==> config.mk <==
export PLATFORM = sky130hd
export DESIGN_NAME = rr_mux_arbiter
export DESIGN_NICKNAME = d
export VERILOG_FILES = /design/src/rtl/rr_arb_pkg.sv /design/src/rtl/mux4_dw.sv /design/src/rtl/rr_mux_arbiter.sv
export SDC_FILE = /design/constraint.sdc
export NUM_CORES = 1
export LEC_CHECK = 0
export BUFFER_PORTS_ARGS = -buffer_cell sky130_fd_sc_hd__buf_2
export CORE_MARGIN = 2
export CORE_UTILIZATION = 38
export CTS_CLUSTER_DIAMETER = 150
export DETAILED_ROUTE_END_ITERATION = 8
export PLACE_DENSITY_LB_ADDON = 0.15
export REMOVE_ABC_BUFFERS = 1
export SLEW_MARGIN = 10
export SYNTH_ARGS = -nofsm -noshare
export SYNTH_HDL_FRONTEND = slang
export SYNTH_SLANG_ARGS = --single-unit
==> constraint.sdc <==
create_clock -name clk -period 1.9 [get_ports clk]
set_input_delay 0.38 -clock clk [delete_from_list [all_inputs] [get_ports clk]]
set_output_delay 0.38 -clock clk [all_outputs]
set_load 0.005 [all_outputs]
==> src/rtl/rr_arb_pkg.sv <==
// Shared constants and state encoding for the round-robin mux arbiter.
package rr_arb_pkg;
    localparam int NUM_REQ = 4;
    localparam int SEL_W   = 2;

    typedef enum logic {
        EMPTY = 1'b0,
        FULL  = 1'b1
    } state_t;
endpackage

==> src/rtl/mux4_dw.sv <==
// Parametric-width 4:1 combinational data mux feeding the output register.
module mux4_dw #(
    parameter int DATA_W = 8
) (
    input  logic [3:0][DATA_W-1:0] din,
    input  logic [1:0]             sel,
    output logic [DATA_W-1:0]      dout
);
    assign dout = din[sel];
endmodule

==> src/rtl/rr_mux_arbiter.sv <==
// Round-robin arbiter sharing one registered output channel between 4 requesters.
// Optional macro RR_ARB_LOCK_EN lets the current owner keep the channel while it holds in_lock.
module rr_mux_arbiter
    import rr_arb_pkg::*;
#(
    parameter int DATA_W = 8
) (
    input  logic                      clk,
    input  logic                      rst_n,
    input  logic [NUM_REQ-1:0]        in_valid,
    input  logic [NUM_REQ*DATA_W-1:0] in_data,
    input  logic [NUM_REQ-1:0]        in_lock,
    output logic [NUM_REQ-1:0]        in_ready,
    output logic                      out_valid,
    output logic [DATA_W-1:0]         out_data,
    output logic [SEL_W-1:0]          out_sel,
    input  logic                      out_ready
);
    state_t           state;
    logic [SEL_W-1:0] ptr;
    logic [SEL_W-1:0] last_win;
    logic [SEL_W-1:0] winner;
    logic [SEL_W-1:0] idx;
    logic             found;
    logic             lock_hit;
    logic             load;
    logic             accept;
    logic [DATA_W-1:0] mux_out;

    // Scan from the highest offset down so the lowest offset from ptr wins.
    always_comb begin
        winner   = ptr;
        idx      = ptr;
        found    = 1'b0;
        lock_hit = 1'b0;
        for (int i = NUM_REQ - 1; i >= 0; i--) begin
            idx = ptr + SEL_W'(i);
            if (in_valid[idx]) begin
                winner = idx;
                found  = 1'b1;
            end
        end
`ifdef RR_ARB_LOCK_EN
        if (state == FULL && in_valid[last_win] && in_lock[last_win]) begin
            winner   = last_win;
            found    = 1'b1;
            lock_hit = 1'b1;
        end
`endif
    end

`ifndef RR_ARB_LOCK_EN
    logic unused_lock;
    assign unused_lock = ^in_lock;
`endif

    assign load     = (state == EMPTY) || out_ready;
    assign accept   = load && found;
    assign in_ready = (rst_n && accept) ? (NUM_REQ'(1) << winner) : '0;

    mux4_dw #(.DATA_W(DATA_W)) u_mux (
        .din  (in_data),
        .sel  (winner),
        .dout (mux_out)
    );

    // Output slot control; a reset drops any word still held.
    always_ff @(posedge clk) begin
        if (!rst_n) begin
            state    <= EMPTY;
            out_data <= '0;
            out_sel  <= '0;
            ptr      <= '0;
            last_win <= '0;
        end else if (load) begin
            if (found) begin
                state    <= FULL;
                out_data <= mux_out;
                out_sel  <= winner;
                last_win <= winner;
                if (!lock_hit)
                    ptr <= winner + SEL_W'(1);
            end else begin
                state <= EMPTY;
            end
        end
    end

    assign out_valid = (state == FULL);
endmodule

==> impl_metrics.tcl <==
set metrics [dict create \
    grt_pass1_wl_mm 4.471 \
    cts_tree "built" \
    crit_path_max_fanout 5 \
    core_area_um2 2255 \
    initialDrtViolationCount 12 \
    insertion_delay_ns 0.28 \
    worstReg2RegEnd "out_data[6]$_SDFFE_PN0P_" \
    violations "setup timing" \
    grtUsageMet3_pct 3.672 \
    power.total_mw 1.048 \
    final_nets 214 \
    grt_util_all_layers_pct 21.42 \
    num_vias 1091 \
    dp.final_hpwl_mm 2.102 \
    setup_viol_count_final 4 \
    top_usage_layer "met2" \
    antenna_found_initial 0 \
    h-tree-depth 1 \
    place_area_um2 1309 \
    hold_viol 0 \
    grt_max_degree 9 \
    die_area_um2 2847 \
    drt_first_pass_iters 4 \
    tns_ns -0.2313 \
    hold_class "primary input to register" \
    timing.final.ws_setup_ns -0.09609 \
    start_util_pct 41.07 \
    synth_fa_ha_area_share_pct 0 \
    drive_gt1_share_pct 55.29 \
    first_global_vias 1030 \
    rows 17 \
    yosysSeqAreaShare_pct 28.11 \
    synth_async_sr_flop_share_pct 0 \
    required_ns 1.52 \
    routed_via_density 5.510 \
    crit_start "ptr[1]$_SDFFE_PN0P_" \
    crit_end "in_ready[3]" \
    endpoint_kind "output port" \
    min_period_ns 1.996 \
    cp-start-kind "register" \
    grt_overflow 0 \
    synth-seq-cells 13 \
    met2_usage_pct 35.39 \
    syn_avg_cell_area_um2 9.259 \
    worstMarginPinSlew_ns 0.6036 \
    timing.clock.skew_ns 0.001095 \
    rr_startpoint "ptr[1]$_SDFFE_PN0P_" \
    drtAntennaViolNets 0 \
    wl_mm 2.821 \
    antennaDiodeCount 0 \
    use_met1_pct 27.55 \
    wire_per_inst_um 14.25 \
    reg2reg_slack_ns 0.05 \
    ir_drop_v 0.0004887 \
    synthMuxAreaShare_pct 13.51 \
    holdWs_ns 0.3868 \
    ff2ff_path_depth 6 \
    synth_ff_type "dfxtp_1" \
    syn_inst 100 \
    max_freq_mhz 501.0 \
    ctsHoldBuffers 0 \
    drc 0 \
    crit_type "register to output port" \
    multi_input_area_um2 653.1 \
    slew_violations 0 \
    clk_path_buf_depth 2 \
    pin_count 58 \
    synth_edf_count 0 \
    synth_top_family_by_area "compound AO/OA/AOI/OAI gates" \
    syn_area_um2 925.9 \
    status "complete, but fails checks" \
    gp_congestion 0.7952 \
    synth_compound_area_share_pct 30.95 \
    syn_to_final_growth_pct 52.97 \
    cap_violations 0 \
    power.density_nw_per_um2 739.8 \
    layout_commonest_cell "buf_2" \
    clock_sinks 13 \
    fp.dieH_um 53.36 \
    die_w_um 53.36 \
    final_cell_mix "buf_2, buf_4, dfxtp_1" \
    whs_path_depth 2 \
    n_fill_cell 212 \
    ys.warnings.count 0 \
    clkTransAtPathRegs_ns 0.08 \
    slew_headroom_pct 59.68 \
    clockRootBuffer "clkbuf_4" \
    final_cell_count_no_fill 198 \
    placement.io_buffers 53 \
    seqCellArea_um2 265.3 \
    synth.distinct_cells 36 \
    power.leakage_nw 0.6824 \
    final_util_pct 62.82 \
    dp_cells 192 \
    stdcell_area_um2 1416 \
    rsz0062_at_grt "yes" \
    yosys.area_share.simple_pct 20.81 \
    period_share_pct 105.1 \
    synth_xor_area_share_pct 0.9459 \
    cts_buffers 3 \
    post-place-ws_ns -0.2091 \
    critPathArrivalTime_ns 1.62 \
]
==> what timing repair did <==
action                     4_1_cts  5_1_grt
setup endpoints to repair        4       10
pin swaps                        3        5
gates resized for setup         11        5
setup buffers                    2        0
==> synthesized netlist by cell type (all sizes together) (2+ instances only) <==
cell type,instances,area [µm²]
o31ai,8,60.06
nor3,2,26.28
mux2,8,105.1
nor2,6,25.03
inv,2,7.510
o21ai,2,10.00
a21oi,12,63.81
mux2i,2,20.02
dfxtp,13,260.3
and2,2,12.51
nand2,2,7.510
a221o,8,80.08
nand4,8,50.05
buf,6,45.04
nor2b,7,46.30
==> where the power goes <==
group / total [mW] / internal (mW) / switching [mW] / leakage (nW)
Sequential: 0.354 / 0.322 / 0.0316 / 0.109
Combinational: 0.512 / 0.276 / 0.237 / 0.559
Clock: 0.182 / 0.0816 / 0.100 / 0.0150
==> state kept, by name, summed over array words and instances (netlist names) <==
name and flops:
out_data 8, out_sel 2, out_valid 1, ptr 2
==> critical path: stages, from the launching register on <==
cell       delay (ns)
dfxtp_4          0.38
buf_6            0.12
a2111oi_4        0.33
buf_4            0.19
nor3_4           0.04
and2_1           0.15
buf_2            0.12
==> final cells by class <==
class | instances | area share [%]
sequential | 13 | 18.73
inverter | 2 | 0.5300
clock buffer | 4 | 1.855
timing repair buffer | 72 | 30.30
tap | 28 | 2.473
multi-input combinational | 79 | 46.11
==> worst min-delay path by stage <==
| stage | from | endpoint | slack (ns) |
|---|---|---|---|
| floorplan | out_data[6]$_SDFFE_PN0P_ | out_data[6]$_SDFFE_PN0P_ | 0.48 |
| global placement | out_data[7]$_SDFFE_PN0P_ | out_data[7]$_SDFFE_PN0P_ | 0.46 |
| global route | in_valid[3] | out_valid$_SDFFE_PN0P_ | 0.38 |
| CTS | in_valid[3] | out_valid$_SDFFE_PN0P_ | 0.39 |
| finish | in_valid[3] | out_valid$_SDFFE_PN0P_ | 0.39 |
| detailed placement | out_data[7]$_SDFFE_PN0P_ | out_data[7]$_SDFFE_PN0P_ | 0.47 |
==> cells by family (layout without fill, tap and decap cells) <==
kind of cell	after synthesis	count (layout)
AO/OA/AOI/OAI	38	38
XOR/XNOR	1	1
buffers and inverters	8	78
flip-flops	13	13
multiplexers	10	10
AND/OR/NAND/NOR	30	30
==> per-layer routing <==
layer | vias up | share of wire [%]
li1 | 533 | -
met1 | 509 | 42
met2 | 44 | 49
met3 | 5 | 6.5
met4 | 0 | 1.6
met5 | - | 0
No activity file was read; power rests on OpenSTA's default activity.
